<file path="src/rtl/rand_u8_pkg.sv">
// rtl/rand_u8_pkg.sv - shared types and constants for the 8-lane random byte controller
package rand_u8_pkg;

  localparam int LFSR_W = 23;
  localparam int LANES  = 8;
  localparam int LANE_W = $clog2(LANES);
  localparam logic [LFSR_W-1:0] ZERO_SEED_SUB = 23'd1;

  typedef enum logic [1:0] {
    WARM = 2'd0,
    RUN  = 2'd1,
    LOAD = 2'd2
  } state_e;

  // Bits needed for a down-counter that starts at n-1; never narrower than one bit.
  function automatic int cnt_w(input int n);
    return (n < 2) ? 1 : $clog2(n);
  endfunction

endpackage

</file>
<file path="src/rtl/rand_u8_seed_ctrl_if.sv">
// rtl/rand_u8_seed_ctrl_if.sv - host seed stream and consumer byte stream bundle
interface rand_u8_seed_ctrl_if;
  import rand_u8_pkg::*;

  logic              seed_valid;
  logic              seed_ready;
  logic [LFSR_W-1:0] seed_data;
  logic              rnd_valid;
  logic              rnd_ready;
  logic [7:0]        rnd_data;

  modport master (
    output seed_valid, seed_data, rnd_ready,
    input  seed_ready, rnd_valid, rnd_data
  );

  modport slave (
    input  seed_valid, seed_data, rnd_ready,
    output seed_ready, rnd_valid, rnd_data
  );

endinterface

</file>
<file path="src/rtl/rand_u8_hold.sv">
// rtl/rand_u8_hold.sv - byte holding register with decimation counter, sample and flush control
module rand_u8_hold
  import rand_u8_pkg::*;
#(
  parameter int P_DECIM = 8
) (
  input  logic       clk,
  input  logic       rst_n,
  input  logic       run,
  input  logic       flush,
  input  logic [7:0] ru,
  input  logic       rnd_ready,
  output logic       rnd_valid,
  output logic [7:0] rnd_data
);

  localparam int DEC_W = cnt_w(P_DECIM);
  localparam logic [DEC_W-1:0] DEC_RELOAD = DEC_W'(P_DECIM - 1);

  logic [DEC_W-1:0] dec_cnt_q, dec_cnt_d;
  logic             rnd_valid_q, rnd_valid_d;
  logic [7:0]       rnd_data_q, rnd_data_d;
  logic             sample;

  always_ff @(posedge clk) begin
    if (!rst_n) begin
      dec_cnt_q   <= '0;
      rnd_valid_q <= 1'b0;
      rnd_data_q  <= '0;
    end else begin
      dec_cnt_q   <= dec_cnt_d;
      rnd_valid_q <= rnd_valid_d;
      rnd_data_q  <= rnd_data_d;
    end
  end

  // Flush outranks sampling so a reseed request never lets a new byte through.
  always_comb begin
    sample      = run && !flush && (dec_cnt_q == '0) && (!rnd_valid_q || rnd_ready);
    dec_cnt_d   = dec_cnt_q;
    rnd_valid_d = rnd_valid_q;
    rnd_data_d  = rnd_data_q;
    if (flush) begin
      dec_cnt_d   = '0;
      rnd_valid_d = 1'b0;
      rnd_data_d  = '0;
    end else if (sample) begin
      dec_cnt_d   = DEC_RELOAD;
      rnd_valid_d = 1'b1;
      rnd_data_d  = ru;
    end else begin
      if (dec_cnt_q != '0) dec_cnt_d = dec_cnt_q - 1'b1;
      if (rnd_valid_q && rnd_ready) rnd_valid_d = 1'b0;
    end
  end

  assign rnd_valid = rnd_valid_q;
  assign rnd_data  = rnd_data_q;

endmodule

</file>
<file path="src/rtl/rand_u8_seed_ctrl.sv">
// rtl/rand_u8_seed_ctrl.sv - seed loader, warm-up sequencer and byte server for the LFSR bank
module rand_u8_seed_ctrl
  import rand_u8_pkg::*;
#(
  parameter int P_WARMUP = 64,
  parameter int P_DECIM  = 8,
  parameter int P_LANES  = 8
) (
  input  logic               clk,
  input  logic               rst_n,
  rand_u8_seed_ctrl_if.slave bus,
  output logic [LFSR_W-1:0]  lfsr_seed,
  output logic [P_LANES-1:0] lfsr_seed_wr,
  input  logic [P_LANES-1:0] ru,
  output logic               busy,
  output logic               seeded
);

  localparam int WARM_W = cnt_w(P_WARMUP);
  localparam logic [WARM_W-1:0] WARM_RELOAD = WARM_W'(P_WARMUP - 1);

  state_e               state_q, state_d;
  logic [WARM_W-1:0]    warm_cnt_q, warm_cnt_d;
  logic [LANE_W-1:0]    lane_idx_q, lane_idx_d;
  logic [LFSR_W-1:0]    seed_q, seed_d;
  logic [P_LANES-1:0]   seed_wr_q, seed_wr_d;
  logic                 seeded_q, seeded_d;
  logic                 accept, last_lane, to_load;

  assign accept    = (state_q == LOAD) && bus.seed_valid;
  assign last_lane = (lane_idx_q == LANE_W'(LANES - 1));
  assign to_load   = (state_q != LOAD) && bus.seed_valid;

  always_ff @(posedge clk) begin
    if (!rst_n) state_q <= WARM;
    else        state_q <= state_d;
  end

  always_comb begin
    state_d = state_q;
    case (state_q)
      WARM:    if (bus.seed_valid) state_d = LOAD;
               else if (warm_cnt_q == '0) state_d = RUN;
      RUN:     if (bus.seed_valid) state_d = LOAD;
      LOAD:    if (accept && last_lane) state_d = WARM;
      default: state_d = WARM;
    endcase
  end

  always_ff @(posedge clk) begin
    if (!rst_n) begin
      warm_cnt_q <= WARM_RELOAD;
      lane_idx_q <= '0;
      seed_q     <= '0;
      seed_wr_q  <= '0;
      seeded_q   <= 1'b0;
    end else begin
      warm_cnt_q <= warm_cnt_d;
      lane_idx_q <= lane_idx_d;
      seed_q     <= seed_d;
      seed_wr_q  <= seed_wr_d;
      seeded_q   <= seeded_d;
    end
  end

  // An all-zero seed would lock a lane up, so it is replaced on the way out.
  always_comb begin
    warm_cnt_d = warm_cnt_q;
    lane_idx_d = lane_idx_q;
    seed_d     = seed_q;
    seed_wr_d  = '0;
    seeded_d   = seeded_q;
    if (state_q == WARM && warm_cnt_q != '0) warm_cnt_d = warm_cnt_q - 1'b1;
    if (accept) begin
      seed_d     = (bus.seed_data == '0) ? ZERO_SEED_SUB : bus.seed_data;
      seed_wr_d  = P_LANES'(1) << lane_idx_q;
      lane_idx_d = lane_idx_q + 1'b1;
      if (last_lane) begin
        seeded_d   = 1'b1;
        warm_cnt_d = WARM_RELOAD;
      end
    end
  end

  always_comb begin
    bus.seed_ready = (state_q == LOAD);
    busy           = (state_q != RUN);
    lfsr_seed      = seed_q;
    lfsr_seed_wr   = seed_wr_q;
    seeded         = seeded_q;
  end

  rand_u8_hold #(.P_DECIM(P_DECIM)) u_hold (
    .clk       (clk),
    .rst_n     (rst_n),
    .run       (state_q == RUN),
    .flush     (to_load),
    .ru        (ru),
    .rnd_ready (bus.rnd_ready),
    .rnd_valid (bus.rnd_valid),
    .rnd_data  (bus.rnd_data)
  );

endmodule

</file>
<file path="src/flat_wrapper.sv">
// flat-port wrapper written by rule: the top's interface ports become plain ports
module rand_u8_seed_ctrl_flat import rand_u8_pkg::*;
#(
  parameter int P_WARMUP = 64,
  parameter int P_DECIM  = 8,
  parameter int P_LANES  = 8
)
  (clk, rst_n, lfsr_seed, lfsr_seed_wr, ru, busy, seeded, bus_seed_valid, bus_seed_data, bus_rnd_ready, bus_seed_ready, bus_rnd_valid, bus_rnd_data);
  rand_u8_seed_ctrl_if bus_i ();
  input  logic clk;
  input  logic rst_n;
  output logic [LFSR_W-1:0] lfsr_seed;
  output logic [P_LANES-1:0] lfsr_seed_wr;
  input  logic [P_LANES-1:0] ru;
  output logic busy;
  output logic seeded;
  input wire logic [$bits(bus_i.seed_valid)-1:0] bus_seed_valid;
  input wire logic [$bits(bus_i.seed_data)-1:0] bus_seed_data;
  input wire logic [$bits(bus_i.rnd_ready)-1:0] bus_rnd_ready;
  output wire logic [$bits(bus_i.seed_ready)-1:0] bus_seed_ready;
  output wire logic [$bits(bus_i.rnd_valid)-1:0] bus_rnd_valid;
  output wire logic [$bits(bus_i.rnd_data)-1:0] bus_rnd_data;
  assign bus_i.seed_valid = bus_seed_valid;
  assign bus_i.seed_data = bus_seed_data;
  assign bus_i.rnd_ready = bus_rnd_ready;
  assign bus_seed_ready = bus_i.seed_ready;
  assign bus_rnd_valid = bus_i.rnd_valid;
  assign bus_rnd_data = bus_i.rnd_data;
  rand_u8_seed_ctrl #(.P_WARMUP(P_WARMUP), .P_DECIM(P_DECIM), .P_LANES(P_LANES)) u_core (.clk(clk), .rst_n(rst_n), .bus(bus_i), .lfsr_seed(lfsr_seed), .lfsr_seed_wr(lfsr_seed_wr), .ru(ru), .busy(busy), .seeded(seeded));
endmodule
</file>
<file path="config.mk">
export PLATFORM = sky130hd
export DESIGN_NAME = rand_u8_seed_ctrl_flat
export DESIGN_NICKNAME = d
export VERILOG_FILES = /design/src/rtl/rand_u8_pkg.sv /design/src/rtl/rand_u8_seed_ctrl_if.sv /design/src/rtl/rand_u8_hold.sv /design/src/rtl/rand_u8_seed_ctrl.sv /design/src/flat_wrapper.sv
export SDC_FILE = /design/constraint.sdc
export NUM_CORES = 1
export LEC_CHECK = 0
export ABC_AREA = 1
export ABC_CLOCK_PERIOD_IN_PS = 2500
export BUFFER_PORTS_ARGS = -buffer_cell sky130_fd_sc_hd__buf_2
export CAP_MARGIN = 0
export CORE_MARGIN = 3
export CORE_UTILIZATION = 53
export DETAILED_ROUTE_END_ITERATION = 16
export GPL_ROUTABILITY_DRIVEN = 0
export PLACE_DENSITY = 0.92
export SYNTH_ARGS = -nofsm -noshare
export SYNTH_HDL_FRONTEND = slang
export SYNTH_SLANG_ARGS = --single-unit
</file>
<file path="constraint.sdc">
create_clock -name clk -period 2.5 [get_ports clk]
set_input_delay 0.375 -clock clk [delete_from_list [all_inputs] [get_ports clk]]
set_output_delay 0.375 -clock clk [all_outputs]
set_load 0.03 [all_outputs]
</file>
==> results.yml <==
route:
  dr.first_iter.drc_count: 130
  wl_per_cell_um: 10.91
  drtAntennaViolNets: 0
  post-route-drc-count: 0
  firstDrtPassIters: 4
  vias_per_cell: 4.800
  postRouteWirelength_um: 4757
  vias: 2093
synthesis:
  ys_types: 23
  syn-mean-instance-area_um2: 7.386
  synthTopCellsByArea: "dfxtp_1 48%, nor2_1 14%, nand2_1 8.7%"
  syn_nets: 353
  synth_area_um2: 2282
  synth_flop_cell: "dfxtp_1"
  synthCells: 309
  synth_warnings: 0
  synth_common_cells: "87 x nor2_1, 55 x dfxtp_1, 53 x nand2_1"
  yosysMostFrequentCell: "nor2_1"
  ys_ff_latch: 55
  synth_top_area_frac: 0.4825
  synth_edf_count: 0
  synth_top_cell_by_area: "dfxtp_1"
  ys_seq_area_frac: 0.4825
  synthArstFlopShare: 0
clock_network:
  clk_pin_slew_worst_paths_ps: 90
  cts_tree: "done"
  cts_buffers: 5
  clockBufferDepth: 2
  cts_root_buffer: "clkbuf_8"
  cts_setup_buffers: 0
  insertion_delay_ps: 310
  clock_sinks: 55
  htreeDepth: 2
  ctsResizeCount: 0
  hold_buffers: 0
sta:
  tightestPinTransition_ps: 645.6
  fin_hold_ws_ps: 268.9
  setup_tns_ps: 0
  fmax_mhz: 607.4
  setup_viol: 0
  fin_worst_skew_ps: 9.820
  rsz0062_at_grt: "false"
  timing.final.crit_share: 0.6586
  layout_min_cycle_time_ps: 1646
  relSlewSlack: 0.5673
  hold_viol: 0
  slew_viol_final: 0
critical_path:
  r2r-start: "u_core.u_hold.dec_cnt_q[0]"
  cp_num_buf_inv: 1
  cp.depth: 7
  r2r_setup_slack_ps: 850
  cp_max_fo: 12
  critPathRequiredTime_ps: 2720
  reg2reg_depth: 7
  start_kind: "flop"
  cp_cell_sequence: "inv_1, ha_1, nand2_1, nor3_2, nand2_1, nand2_1, nor2_1"
  reg2reg_to: "u_core.u_hold.rnd_data[4]"
  path_delay_family: "simple AND/OR/NAND/NOR gates"
  slowest_delay_ps: 590
  cp_common_cell: "nand2_1"
  arrival_ps: 1860
  critPathKind: "reg -> reg"
  crit_start: "u_core.u_hold.dec_cnt_q[0]"
  end_kind: "flop"
  crit_end: "u_core.u_hold.rnd_data[4]"
  cp_slowest_cell: "nor3_2"
flow_run:
  max_cap_violations: 0
grt:
  grt_first_pass_wirelength_um: 7990
  grt_max_degree: 31
  grt_overflow_total: 0
  antenna_found_initial: 0
  grt_pass1_vias: 1942
  grt.total_usage: 0.1938
placed_design:
  dp_hpwl_um: 3539
  portBuffers: 77
final_layout:
  finalNetCount: 429
  fin_util: 0.6865
  drive_gt1_frac: 0.2513
  synthToLayoutAreaGrowth_pct: 22.92
  nFillCells: 334
  antenna_cells: 0
die:
  fp.dieH_um: 71.62
  die_area_um2: 5129
  io_pins: 78
  die_w_um: 71.62
  start_util: 0.5585
  rows: 23
  core-area_um2: 4086
power_and_ir_drop:
  ir_worst_vdd_v: 0.0005678
  p_leak_nw: 1.477
  power_density_nw_per_um2: 708.5
hold_path:
  min_path_type: "in -> reg"
  hold_depth: 3
outcome:
  outcome: "complete, no violations"
[worst min path at each step]
| stage | from | slack, ps | endpoint |
|---|---|---|---|
| finish | bus_seed_data[11] | 270 | u_core.lfsr_seed[11] |
| global route | ru[0] | 280 | u_core.u_hold.rnd_data[0] |
| CTS | bus_seed_data[11] | 260 | u_core.lfsr_seed[11] |
| detailed placement | u_core.seeded | 450 | u_core.seeded |
| global placement | u_core.seeded | 440 | u_core.seeded |
| floorplan | u_core.warm_cnt_q[0] | 430 | u_core.warm_cnt_q[0] |
[metrics by stage]
stage                     setup WS, ps  std cells  power (mW)  cell area, um^2
after CTS                        840.9        436       2.005             2805
after global placement           991.5        428       1.373             2688
final                            853.6        436       1.987             2805
after detailed placement         868.5        428       1.398             2688
after global routing             658.4        436       2.096             2805
after floorplan                   1230        309       1.286             2282
[worst register-to-register path, stage by stage (launching register included)]
cell and delay (ps):
dfxtp_1 310, inv_1 100, ha_1 160, nand2_1 130, nor3_2 590, nand2_1 120, nand2_1 100, nor2_1 40
[registers in the layout (all words and copies together), names as in the netlist]
name                     count
u_core.lfsr_seed            23
u_core.lfsr_seed_wr          8
u_core.u_hold.rnd_data       8
u_core.warm_cnt_q            6
u_core.lane_idx_q            3
u_core.u_hold.dec_cnt_q      3
u_core.state_q               2
u_core.seeded                1
u_core.u_hold.rnd_valid      1
[per-layer routing]
metal	global-route usage	wire, um
met1	0.2321	2072
met2	0.3224	2187
met3	0.06732	416
met4	0.06889	81
met5	0	0
[power breakdown]
| group | switching (mW) | internal (mW) |
|---|---|---|
| clock | 0.283 | 0.324 |
| combinational | 0.264 | 0.141 |
| sequential | 0.0361 | 0.939 |
| total | 0.584 | 1.40 |
[cells in the final DEF, fill, tap and decap left out, types with 9 or more instances in the layout]
| cell type | count |
|---|---|
| inv_1 | 28 |
| nor2_1 | 87 |
| nand3_1 | 12 |
| buf_2 | 77 |
| nand2_1 | 53 |
| o21ai_0 | 9 |
| a21oi_1 | 11 |
| o21ai_1 | 16 |
| ha_1 | 9 |
| dfxtp_1 | 55 |
[area by class of cell]
cell class / instances / area, um^2 / share of cell area
repair buffers: 78 / 392.9 / 0.1401
inverters: 33 / 123.9 / 0.04416
multi-input cells: 212 / 1007 / 0.3591
flip-flops and latches: 55 / 1101 / 0.3925
clock inverters: 2 / 35.03 / 0.01249
well taps: 50 / 62.56 / 0.02230
clock buffers: 6 / 82.58 / 0.02944
[logic make-up after synthesis]
group	Yosys count	share of synthesized area
simple gates	161	0.2911
flops	55	0.4825
buf+inv	42	0.07620
compound gates	38	0.08553
fa+ha+maj	9	0.04934
xor+xnor	4	0.01535
No activity file was read; power rests on OpenSTA's default activity.
